`config.mk`:
```
export PLATFORM = sky130hd
export DESIGN_NAME = xfer_seq
export DESIGN_NICKNAME = d
export VERILOG_FILES = /design/src/rtl/pdp8_bus_pkg.sv /design/src/rtl/dec3to8.sv /design/src/rtl/xfer_seq.sv
export SDC_FILE = /design/constraint.sdc
export NUM_CORES = 1
export LEC_CHECK = 0
export ABC_AREA = 1
export ABC_CLOCK_PERIOD_IN_PS = 3400
export BUFFER_PORTS_ARGS = -buffer_cell sky130_fd_sc_hd__clkbuf_2
export CAP_MARGIN = 20
export CORE_MARGIN = 4
export CORE_UTILIZATION = 48
export DETAILED_ROUTE_END_ITERATION = 8
export PLACE_DENSITY = 0.91
export SYNTH_ARGS = -nofsm -noshare
export SYNTH_HDL_FRONTEND = slang
export SYNTH_SLANG_ARGS = --single-unit
export TNS_END_PERCENT = 5
```
`constraint.sdc`:
```
create_clock -name CLK -period 3.4 [get_ports CLK]
set_clock_uncertainty 0.2 [all_clocks]
set_input_delay 0.68 -clock CLK [delete_from_list [all_inputs] [get_ports CLK]]
set_output_delay 0.68 -clock CLK [all_outputs]
set_load 0.1 [all_outputs]
```
`src/rtl/pdp8_bus_pkg.sv`:
```
// pdp8_bus_pkg: shared register-bus constants and transfer sequencer states
package pdp8_bus_pkg;
  localparam int NREG = 8;
  localparam int W = 12;
  typedef enum logic [1:0] {IDLE, DRIVE, COMMIT, DONE} state_t;
endpackage

```
`src/rtl/dec3to8.sv`:
```
// dec3to8: enabled 3-to-8 one-hot decoder
module dec3to8 (
  input  logic       en,
  input  logic [2:0] sel,
  output logic [7:0] y
);
  assign y = en ? 8'b1 << sel : 8'b0;
endmodule

```
`src/rtl/xfer_seq.sv`:
```
// xfer_seq: sequences one register-to-register bus transfer (drive, commit, done)
module xfer_seq
  import pdp8_bus_pkg::*;
#(
  parameter int NREG = pdp8_bus_pkg::NREG,
  parameter int W = pdp8_bus_pkg::W
) (
  input  logic            CLK,
  input  logic            RESET,
  input  logic            req,
  input  logic            clr,
  input  logic [2:0]      src,
  input  logic [2:0]      dst,
  input  logic [W-1:0]    bus_in,
  output logic            ready,
  output logic            ack,
  output logic [NREG-1:0] oe,
  output logic [NREG-1:0] hold,
  output logic [NREG-1:0] latch,
  output logic [W-1:0]    snap
);
  state_t state_q, state_d;
  logic [2:0] src_q, src_d, dst_q, dst_d;
  logic clr_q, clr_d;
  logic [W-1:0] snap_q, snap_d;
  logic [NREG-1:0] hold_n;
  always_ff @(posedge CLK) begin
    if (RESET) begin
      state_q <= IDLE;
      src_q <= '0;
      dst_q <= '0;
      clr_q <= 1'b0;
      snap_q <= '0;
    end else begin
      state_q <= state_d;
      src_q <= src_d;
      dst_q <= dst_d;
      clr_q <= clr_d;
      snap_q <= snap_d;
    end
  end
  always_comb begin
    state_d = state_q;
    src_d = src_q;
    dst_d = dst_q;
    clr_d = clr_q;
    snap_d = snap_q;
    case (state_q)
      IDLE: if (req) begin
        state_d = DRIVE;
        src_d = src;
        dst_d = dst;
        clr_d = clr;
      end
      DRIVE: begin
        state_d = COMMIT;
        snap_d = clr_q ? '0 : bus_in;
      end
      COMMIT: state_d = DONE;
      default: state_d = IDLE;
    endcase
  end
  assign ready = state_q == IDLE;
  assign ack = state_q == DONE;
  assign hold = ~hold_n;
  assign snap = snap_q;
  // a clear transfer opens the destination but drives nothing, so it loads zero
  dec3to8 u_oe (.en(state_q == DRIVE && !clr_q), .sel(src_q), .y(oe));
  dec3to8 u_hold (.en(state_q == DRIVE), .sel(dst_q), .y(hold_n));
  dec3to8 u_latch (.en(state_q == COMMIT), .sel(dst_q), .y(latch));
endmodule

```
-- Word level (Yosys, flattened, before mapping)
Cells that the tools add are included.
- add/subtract/negate cells: 0
- multiply operators: 0
- divide/modulo/power cells: 0
- magnitude comparators: 0
- eq/ne operators: 4
- shift-type cells: 2
- multiplexer cells: 6
- bitwise operators: 1
- reduce and logical (&&, ||, !) cells: 4
- operator list (kind ; number):
    $mux W8 ; 3
    $shl A1 B3 Y8 const A ; 2
    $mux W12 ; 1
    $not A8 Y8 ; 1
    $pmux W2 S3 ; 1
    $eq A2 B2 Y1 const B ; 2
    $eq A2 B1 Y1 const B ; 1
    $logic_not A2 Y1 ; 1
    $mux W2 ; 1
    $ne A2 B2 Y1 const B ; 1
    $reduce_and A2 Y1 ; 1
    $logic_and A1 B1 Y1 ; 1
    $logic_not A1 Y1 ; 1
- register bits after elaboration: 21
- latch bits: 0
- memory bits (writable): 0
- bits in read-only memories: 0
- input port bits: 22
- output and inout bits: 38
- logic and storage cells: 22
- memories: 0

-- Longest topological paths before layout
- word-level depth: 3
- gate-level depth with buffers: 7
- gate-level depth less buffers: 7

-- Cells and area by module
A second synthesis with hierarchy kept.
- cell total of the unflattened synthesis: 172
- area total of the unflattened synthesis: 1107.3 um2
- modules (own cells, without submodules) (module ; times used ; cells each ; area each (um2) ; seq. area each (um2)):
    xfer_seq ; 1 ; 121 ; 915.9 ; 420.4
    dec3to8 ; 3 ; 17 ; 63.8 ; 0.0

-- Worst setup path before layout
OpenSTA, ideal clock, no wires.
- path type: register -> output
- from: register state_q[1]
- to: output port oe[0]
- arrival time: 2146 ps
- data required time: 2520 ps
- path slack: 374 ps
- stages on the path, launching flop included: 7
- path buffers: 0
- cell sequence: dfxtp_1 > inv_1 > ha_1 > inv_2 > nor2_4 > nand2_2 > nor2_1
- word-level cells in the longest chain between the ends: 3
- ends and longest elaborated chain (element ; line ; text):
    start, declared ; xfer_seq.sv:22 ; state_t state_q, state_d;
    start signal, assigned ; xfer_seq.sv:35 ; state_q <= state_d;
    $eq A2 B1 Y1 ; xfer_seq.sv:68 ; dec3to8 u_oe (.en(state_q == DRIVE && !clr_q), .sel(src_q), .y(oe));
    $logic_and A1 B1 Y1 ; xfer_seq.sv:68 ;
    $mux W8 ; dec3to8.sv:7 ; assign y = en ? 8'b1 << sel : 8'b0;
    end, declared ; xfer_seq.sv:17 ; output logic [NREG-1:0] oe,
No other way between the ends.

-- Worst setup path in the final report
- from: register state_q[1]
- to: output port hold[1]
- word-level cells in the longest chain between the ends: 3
- ends and longest elaborated chain (element ; line ; text):
    $eq A2 B1 Y1 ; xfer_seq.sv:69 ; dec3to8 u_hold (.en(state_q == DRIVE), .sel(dst_q), .y(hold_n));
    $mux W8 ; dec3to8.sv:7 ;
    $not A8 Y8 ; xfer_seq.sv:65 ; assign hold = ~hold_n;
    end, declared ; xfer_seq.sv:18 ; output logic [NREG-1:0] hold,
No other way between the ends.

==> impl_metrics.py <==
metrics = {
    "run_status": {
        "run_status": "finished, final reports clean",
    },
    "worst_setup_path": {
        "path_class": "flop to output pin",
        "cp.required_ps": 2520,
        "reg2reg_slack_ps": 1870,
        "cp_cell_sequence": "inv_1, ha_1, buf_4, nand4_1, clkbuf_2",
        "cp_max_fo": 18,
        "crit_arrival_ps": 1920,
        "crit_start": "state_q[1]",
        "r2r-start": "state_q[1]",
        "reg2reg_depth": 5,
        "slowest_stage": "clkbuf_2",
        "endpoint_kind": "output pin",
        "crit_path_start_kind": "flop",
        "r2r_end": "snap[5]",
        "cpPeakStageDelay_ps": 480,
    },
    "route": {
        "drt-total-wl_mm": 3.12,
        "drc": 0,
        "postRouteAntennaNets": 0,
        "avgRoutedWirePerCell_um": 12.9,
        "viasPerCell": 5.04,
        "drtIter0Drc": 27,
        "drtPass1Iterations": 4,
        "route.vias.total": 1219,
    },
    "floorplan": {
        "num_io_pins": 60,
        "die_x_um": 58.1,
        "start_util_pct": 52.3,
        "rows": 17,
        "die-area_um2": 3370,
        "core_um2": 2300,
        "die_y_um": 58.1,
    },
    "timing": {
        "finalCriticalPeriod_ps": 2800,
        "finalSetupViolCount": 0,
        "fin_crit_sh_pct": 82.4,
        "fmax_mhz": 357,
        "slew_violations": 0,
        "hold_viol": 0,
        "relSlewSlack_pct": 62.7,
        "worst_slew_pin_slew_ps": 562,
        "rsz0062_at_grt": "false",
        "finalSetupTns_ps": 0,
    },
    "cts": {
        "cts-hold-fix-buffers": 0,
        "clock_path_buffers": 2,
        "cts_setup_buffers": 0,
        "clk_latency_ps": 300,
        "cts_resized": 0,
        "cts_tree": "built",
        "cts-root-buf": "clkbuf_4",
        "htree_levels": 1,
        "cts_made_buffers": 3,
        "clk_pin_slew_ps": 120,
        "clock_sinks": 21,
    },
    "min_path": {
        "hold_path_end": "snap[8]",
        "min_from": "snap[8]",
        "min_path_cells": 2,
        "hold_class": "flop to flop",
    },
    "synth": {
        "yosysUniqueCellTypes": 18,
        "synth-edff-count": 0,
        "yosysTopAreaCell": "dfxtp_1",
        "synthSimpleGateAreaFrac_pct": 37.3,
        "syn_area_um2": 1200,
        "async_flop_share_pct": 0,
        "synth_fp_nets": 187,
        "netlist_instances": 158,
        "synthMuxAreaShare_pct": 0,
        "ys_warn_count": 0,
        "synthXorXnorAreaFrac_pct": 0,
        "syn_area_per_cell_um2": 7.61,
        "yosysMostFrequentCell": "nor2_1",
        "synth_compound_area_share_pct": 11.0,
        "yosysSeqAreaShare_pct": 35.0,
        "synthAdderAreaFrac_pct": 7.28,
        "ys_ff_latch": 21,
        "synth_area_leaders": "dfxtp_1 (35%), nor2_1 (12%), nand3_2 (8.3%)",
        "synth_top_family_by_area": "simple AND/OR/NAND/NOR gates",
        "netlist.area_leader.share_pct": 35.0,
        "ys.flop_type": "dfxtp_1",
        "synth_commonest_cells": "nor2_1 (37), dfxtp_1 (21), nand2_1 (19)",
    },
    "final_layout": {
        "antenna_cells": 0,
        "drive_above_1_share_pct": 43.9,
        "nets": 244,
        "synthToLayoutAreaGrowth_pct": 35.3,
    },
    "power": {
        "p_per_area_nw_per_um2": 997,
        "power.leakage_uw": 0.000722,
        "power.total_uw": 1620,
        "ir_worst_vdd_mv": 0.960,
    },
    "global_routing": {
        "antenna_found_initial": 0,
        "grt_pass1_vias": 1155,
        "grt_pass1_wl_mm": 5.22,
        "grt_remaining_overflow": 0,
        "grt_max_degree": 19,
        "grt.total_usage_pct": 19.1,
    },
    "placement": {
        "routabilityCongestion": 0.809,
        "place_hpwl_mm": 2.54,
        "portBuffers": 59,
    },
    "flow_run": {
        "drv_cap": 0,
    },
}
-- critical path, delay by kind of cell (launching register included) --
kind | cells | cell delay (ps)
adders and majority gates | 1 | 240
buffers and inverters | 3 | 830
and+or+nand+nor | 1 | 130
DFF | 1 | 410
-- cell families (layout without fill, tap and decap cells) --
kind of cell | count (synthesis) | count (layout)
compound gates | 19 | 19
buf+inv | 22 | 78
fa+ha+maj | 7 | 7
flops | 21 | 21
simple gates | 89 | 89
-- layout by cell type, fill, tap and decap left out, types with 8 or more instances in the layout --
| cell | instances |
|---|---|
| dfxtp_1 | 21 |
| nand4_1 | 8 |
| nand3_2 | 10 |
| a21oi_2 | 10 |
| buf_12 | 8 |
| clkbuf_2 | 51 |
| nor2_1 | 37 |
| inv_1 | 8 |
| nand2_1 | 19 |
| nand3_1 | 10 |
-- stage by stage --
step	setup WS (ps)	instances	hold WS [ps]	utilization, %	area [um^2]
4_1_cts	588	242	290	70.8	1630
6_report	600	242	289	70.8	1630
3_5_place_dp	936	238	271	69.6	1600
5_1_grt	466	242	318	70.8	1630
2_1_floorplan	374	158	292	-	1200
3_3_place_gp	1020	238	256	69.6	1600
-- sequential cells by signal, summed over array words and instances, names as in the netlist --
name	cells
snap	12
src_q	3
clr_q	1
state_q	2
dst_q	3
-- power breakdown --
part | total [uW] | leakage (uW) | switching [uW] | internal [uW]
registers | 392 | 0.000172 | 76.3 | 316
logic | 1110 | 0.000531 | 880 | 229
clock network | 121 | 0.0000177 | 76.7 | 43.8
total | 1620 | 0.000722 | 1030 | 588
-- worst max-delay path by stage --
stage | to | slack [ps] | depth (start not counted)
finish | hold[1] | 600 | 5
floorplan | oe[0] | 370 | 6
detailed placement | hold[1] | 940 | 5
global placement | hold[1] | 1020 | 5
global route | hold[1] | 470 | 5
CTS | hold[1] | 590 | 5
-- layout make-up --
class	count	area (um^2)
Clock buffer	3	22.5
Clock inverter	1	5.00
Fill cell	207	671
Inverter	14	52.6
Multi-Input combinational cell	115	668
Sequential cell	21	420
Tap cell	28	35.0
Timing Repair Buffer	60	423
-- layer usage --
layer	vias to the layer above	global-route usage (%)	share of wire [%]	wire (um)
met5	-	0	0	0
met2	51	35.6	52	1630
met4	0	0.993	0	0
met3	0	3.79	7.1	220
met1	545	23.4	41	1270
li1	623	-	-	-
Note: power is estimated with default switching activity, not from simulation.
